### config.mk
export PLATFORM = sky130hd
export DESIGN_NAME = wdt_timeout_ctrl
export DESIGN_NICKNAME = d
export VERILOG_FILES = /design/src/rtl/wdt_timeout_ctrl.sv
export SDC_FILE = /design/constraint.sdc
export NUM_CORES = 1
export LEC_CHECK = 0
export ABC_AREA = 1
export CORE_UTILIZATION = 36
export DETAILED_ROUTE_END_ITERATION = 12
export PLACE_DENSITY = 0.84
export SLEW_MARGIN = 40
export SYNTH_ARGS = -nofsm -noshare
export SYNTH_HDL_FRONTEND = slang
export SYNTH_SLANG_ARGS = --single-unit
### constraint.sdc
create_clock -name clk_i -period 2.2 [get_ports clk_i]
set_input_delay 0.22 -clock clk_i [delete_from_list [all_inputs] [get_ports clk_i]]
set_output_delay 0.22 -clock clk_i [all_outputs]
set_load 0.01 [all_outputs]
### src/rtl/wdt_timeout_ctrl.sv
// Watchdog supervisor: sequences an external up-counter, raises a warning at a
// threshold and a fixed-length reset request at timeout; serviced by a two-key kick.
module wdt_timeout_ctrl #(
  parameter int unsigned RST_PULSE_LEN = 16,
  parameter logic [31:0] KICK_KEY1     = 32'hA5A5_A5A5,
  parameter logic [31:0] KICK_KEY2     = 32'h5A5A_5A5A
) (
  input  logic        clk_i,
  input  logic        rst_ni,
  input  logic        cfg_enable_i,
  input  logic [31:0] cfg_init_i,
  input  logic [31:0] cfg_warn_thr_i,
  input  logic [31:0] cfg_timeout_i,
  input  logic        kick_valid_i,
  input  logic [31:0] kick_data_i,
  output logic        kick_ready_o,
  input  logic [31:0] cnt_value_i,
  output logic        cnt_enable_o,
  output logic        cnt_clear_o,
  output logic [31:0] cnt_init_o,
  output logic        warn_irq_o,
  output logic        rst_req_o,
  output logic [1:0]  state_o
);

  localparam int unsigned PULSE_W = (RST_PULSE_LEN > 1) ? $clog2(RST_PULSE_LEN) : 1;
  localparam logic [PULSE_W-1:0] PULSE_LAST = PULSE_W'(RST_PULSE_LEN - 1);

  typedef enum logic [1:0] {
    IDLE = 2'd0,
    RUN  = 2'd1,
    WARN = 2'd2,
    BITE = 2'd3
  } state_e;

  state_e             state_q, state_d;
  logic               key_armed_q, key_armed_d;
  logic               kick_clr_q, kick_clr_d;
  logic [PULSE_W-1:0] pulse_cnt_q, pulse_cnt_d;

  logic active;
  logic cmp_en;
  logic timeout_hit;
  logic warn_hit;
  logic kick_fire;
  logic key_arm;
  logic good_kick;
  logic bad_kick;

  // Outputs decoded directly from the state registers
  assign active       = (state_q == RUN) || (state_q == WARN);
  assign kick_ready_o = active;
  assign cnt_enable_o = active;
  assign cnt_clear_o  = (state_q == IDLE) || (state_q == BITE) || kick_clr_q;
  assign warn_irq_o   = (state_q == WARN);
  assign rst_req_o    = (state_q == BITE);
  assign state_o      = state_q;
  assign cnt_init_o   = cfg_init_i;

  // The counter value is stale while a load is pending, so compares are masked
  assign cmp_en      = ~cnt_clear_o;
  assign timeout_hit = cmp_en && (cnt_value_i >= cfg_timeout_i);
  assign warn_hit    = cmp_en && (cnt_value_i >= cfg_warn_thr_i);

  assign kick_fire = kick_valid_i && kick_ready_o;
  assign key_arm   = kick_fire && !key_armed_q && (kick_data_i == KICK_KEY1);
  assign good_kick = kick_fire &&  key_armed_q && (kick_data_i == KICK_KEY2);
  assign bad_kick  = kick_fire &&  key_armed_q && (kick_data_i != KICK_KEY2);

  // Next-state: bite beats disable, disable beats kick, kick beats warn
  always_comb begin
    state_d     = state_q;
    key_armed_d = key_armed_q;
    kick_clr_d  = 1'b0;
    pulse_cnt_d = pulse_cnt_q;

    case (state_q)
      IDLE: begin
        key_armed_d = 1'b0;
        pulse_cnt_d = '0;
        if (cfg_enable_i) begin
          state_d = RUN;
        end
      end

      RUN, WARN: begin
        if (key_arm) begin
          key_armed_d = 1'b1;
        end
        if (good_kick || bad_kick) begin
          key_armed_d = 1'b0;
        end

        if (timeout_hit || bad_kick) begin
          state_d     = BITE;
          key_armed_d = 1'b0;
          pulse_cnt_d = '0;
        end else if (!cfg_enable_i) begin
          state_d     = IDLE;
          key_armed_d = 1'b0;
        end else if (good_kick) begin
          state_d    = RUN;
          kick_clr_d = 1'b1;
        end else if (warn_hit) begin
          state_d = WARN;
        end
      end

      BITE: begin
        key_armed_d = 1'b0;
        if (pulse_cnt_q == PULSE_LAST) begin
          state_d     = IDLE;
          pulse_cnt_d = '0;
        end else begin
          pulse_cnt_d = pulse_cnt_q + PULSE_W'(1);
        end
      end

      default: begin
        state_d     = IDLE;
        key_armed_d = 1'b0;
        pulse_cnt_d = '0;
      end
    endcase
  end

  always_ff @(posedge clk_i or negedge rst_ni) begin
    if (!rst_ni) begin
      state_q     <= IDLE;
      key_armed_q <= 1'b0;
      kick_clr_q  <= 1'b0;
      pulse_cnt_q <= '0;
    end else begin
      state_q     <= state_d;
      key_armed_q <= key_armed_d;
      kick_clr_q  <= kick_clr_d;
      pulse_cnt_q <= pulse_cnt_d;
    end
  end

endmodule
==> results of run 1 <==
## worst max-delay path: stages (launching register included)
cell,delay (ns)
sky130_fd_sc_hd__dfrtp_1,0.35
sky130_fd_sc_hd__inv_1,0.10
sky130_fd_sc_hd__ha_4,0.33
sky130_fd_sc_hd__inv_1,0.09
sky130_fd_sc_hd__nor2_1,0.18
sky130_fd_sc_hd__inv_1,0.06
sky130_fd_sc_hd__clkdlybuf4s50_1,0.47
## final cells by class
type,count,share of cell area [%]
multi-input cells,299,47.0
inverters,105,9.65
well taps,99,3.03
flip-flops and latches,8,4.90
repair buffers,141,34.4
clock buffers,3,1.01
## cells by family after synthesis
logic type | Yosys count | share of synthesized area (%)
buffers and inverters | 138 | 23.3
and+or+nand+nor | 190 | 29.7
DFF | 8 | 7.28
adders and majority gates | 69 | 31.4
AOI/OAI and AO/OA | 39 | 8.05
xor gates and xnor gates | 1 | 0.318
## cell usage in the layout (no fill, tap or decap), types with 3 or more instances in the layout
master	instances
sky130_fd_sc_hd__nand4_1	13
sky130_fd_sc_hd__a21oi_1	26
sky130_fd_sc_hd__clkbuf_8	3
sky130_fd_sc_hd__ha_1	68
sky130_fd_sc_hd__dfrtp_1	8
sky130_fd_sc_hd__clkdlybuf4s50_1	138
sky130_fd_sc_hd__a21oi_2	3
sky130_fd_sc_hd__nand2_2	3
sky130_fd_sc_hd__buf_4	3
sky130_fd_sc_hd__nand2_1	106
sky130_fd_sc_hd__nor3_1	4
sky130_fd_sc_hd__nand3_1	12
sky130_fd_sc_hd__nor2_1	44
sky130_fd_sc_hd__inv_1	103
sky130_fd_sc_hd__o21ai_1	3
## sequential cells by signal (all words and copies together) (netlist names)
register     count
key_armed_q      1
kick_clr_q       1
pulse_cnt_q      4
state_o          2
## layer usage
layer	up-vias	GRT usage (%)	share of wire [%]
met4	0	6.06	2.7
met1	1266	19.6	41
met3	19	1.75	5.8
met2	120	35.9	51
met5	-	0	0
li1	1583	-	-
## final timing paths
kind	to	slack, ns	depth (start not counted)
max in group asynchronous	key_armed_q$_DFFE_PN0P_	1.65	1
min reg2reg	pulse_cnt_q[1]$_DFFE_PN0P_	0.53	2
max reg2reg	key_armed_q$_DFFE_PN0P_	0.45	7
min in group clk_i	cnt_init_o[11]	0.44	0
min	state_o[1]$_DFFE_PN0P_	0.28	1
max	cnt_clear_o	0.17	6
## repair_timing
action	CTS	global route
buffers inserted	1	0
resized for setup	1	1
gates cloned	0	0
setup endpoints to repair	1	1
## power by group
group | switching (W) | leakage (nW) | internal, W
combinational | 0.000578 | 2.10 | 0.000619
sequential | 0.0000175 | 0.109 | 0.000172
clock | 0.0000643 | 0.0216 | 0.000119
total | 0.000660 | 2.23 | 0.000910
## stage by stage
step	power [W]	setup slack [ns]
after floorplan	0.000857	0.464
after global placement	0.00129	0.0614
after detailed placement	0.00134	-0.0251
after CTS	0.00155	0.0787
after global routing	0.00173	0.00412
final	0.00157	0.168
==> metrics.cfg, run 1 <==
[placement]
port_buffers=138
dpl.cell_count=651
detailedPlacementHpwl_um=6620
place.gp.congestion=0.837
placement.cell_area_mm2=0.00402

[grt]
grt_start_max_net_pins=9
grt_pass1_vias=2794
grt_first_pass_wirelength_um=11400
globalRoute.totalOverflow=0
antenna_found_initial=0
grtUsageTotal_pct=18.0

[synth]
yosysUniqueCellTypes=25
share_of_async_settable_or_async_resettable_flops_after_synthesis_pct=100
synth_nets=678
post_synth_instance_area_mm2=0.00275
yosysTopAreaCellShare_pct=31.4
synthTopCellsByCount=sky130_fd_sc_hd__nand2_1 (106), sky130_fd_sc_hd__inv_1 (103), sky130_fd_sc_hd__ha_1 (69)
post_synth.cell_area_avg_um2=6.18
synth.yosys.seq_area_share_pct=7.28
yosysWarnings=0
synth_flop_cell=sky130_fd_sc_hd__dfrtp_1
post_synth_inst_count=445
synthMostInstantiatedCell=sky130_fd_sc_hd__nand2_1
netlist_top_cells_area=sky130_fd_sc_hd__ha_1 (31%), sky130_fd_sc_hd__nand2_1 (14%), sky130_fd_sc_hd__inv_1 (14%), sky130_fd_sc_hd__buf_4 (9.0%), sky130_fd_sc_hd__dfrtp_1 (7.3%)
synth_largest_area_cell=sky130_fd_sc_hd__ha_1
yosys_register_bits=8
synth_edf_count=0

[clock_network]
clock_tree.htree_level_count=1
cts_hold_buf=0
clock_tree.root_cell=sky130_fd_sc_hd__clkbuf_8
cts_tree=yes
numCtsBuffers=3
clock_tree.buffer_depth=2
cts.clk_slew.worst_paths_ns=0.04
cts_sinks=8
insertion_delay_to_the_later_sink_of_the_worst_skew_pair_ns=0.23

[floorplanning]
die_area_mm2=0.00800
die_w_um=89.4
start_util_pct=37.5
num_io_pins=203
rows=31
die_height_um=89.4
core_mm2=0.00733

[timing]
setup_total_negative_slack_ns=0
max_freq_mhz=492
max_slew_margin_pct=73.9
finalHoldViolCount=0
fin_worst_hold_slack_ns=0.277
unrepaired_setup_endpoints_after_global_routing=false
final_period_minus_worst_setup_slack_ns=2.03
portion_of_the_clock_cycle_consumed_by_the_worst_path_in_the_final_layout_pct=92.4
final.setup_skew_ns=0.00119
timing_max_transition_violations_final=0
final-setup-viol-count=0
tightest_slew_ns=0.390

[pwr]
power.static_leakage_nw=2.23
vdd_drop_max_uv=255
power.density_mw_per_mm2=384

[route]
wl_per_cell_um=11.2
first_pass_iters=4
number_of_remaining_drc_errors=0
viasPerCell=4.56
final_antenna_net_count=0
vias=2988
detail_route.iter0.violations=45
postRouteWirelength_um=7350

[worst_setup_path]
regToRegStartpoint=state_o[0]$_DFFE_PN0P_
criticalPathCategory=flop to output port
critical_path.endpoint_type=output port
worstSetupStartpoint=state_o[0]$_DFFE_PN0P_
crit_required_ns=1.98
timing.critical_path.fanout_max=6
cp-start-kind=flop
worst_ep_arrival_time_ns=1.81

[finish]
fill_cells=680
fin_util_pct=55.7
postLayoutCellArea_mm2=0.00409
register_area_um2=200
post_layout_nonfiller_instances=655
drive_above_1_share_pct=3.42
multi_input_gate_area_mm2=0.00192
antenna_cells=0
finalNetCount=791
areaGrowthSynthToFinish_pct=48.5

[min_path]
hold_path_class=input port to asynchronous set/reset pin

[outcome]
outcome=complete, no violations

[flow_run]
max-cap-violations=0

(Power assumes the default switching activity.)
==> run 2: changes to the inputs <==
Settings changed: CTS_CLUSTER_SIZE set to 28.
==> results of run 2 <==
Final layout, timing and power as in run 1 (identical DEF).
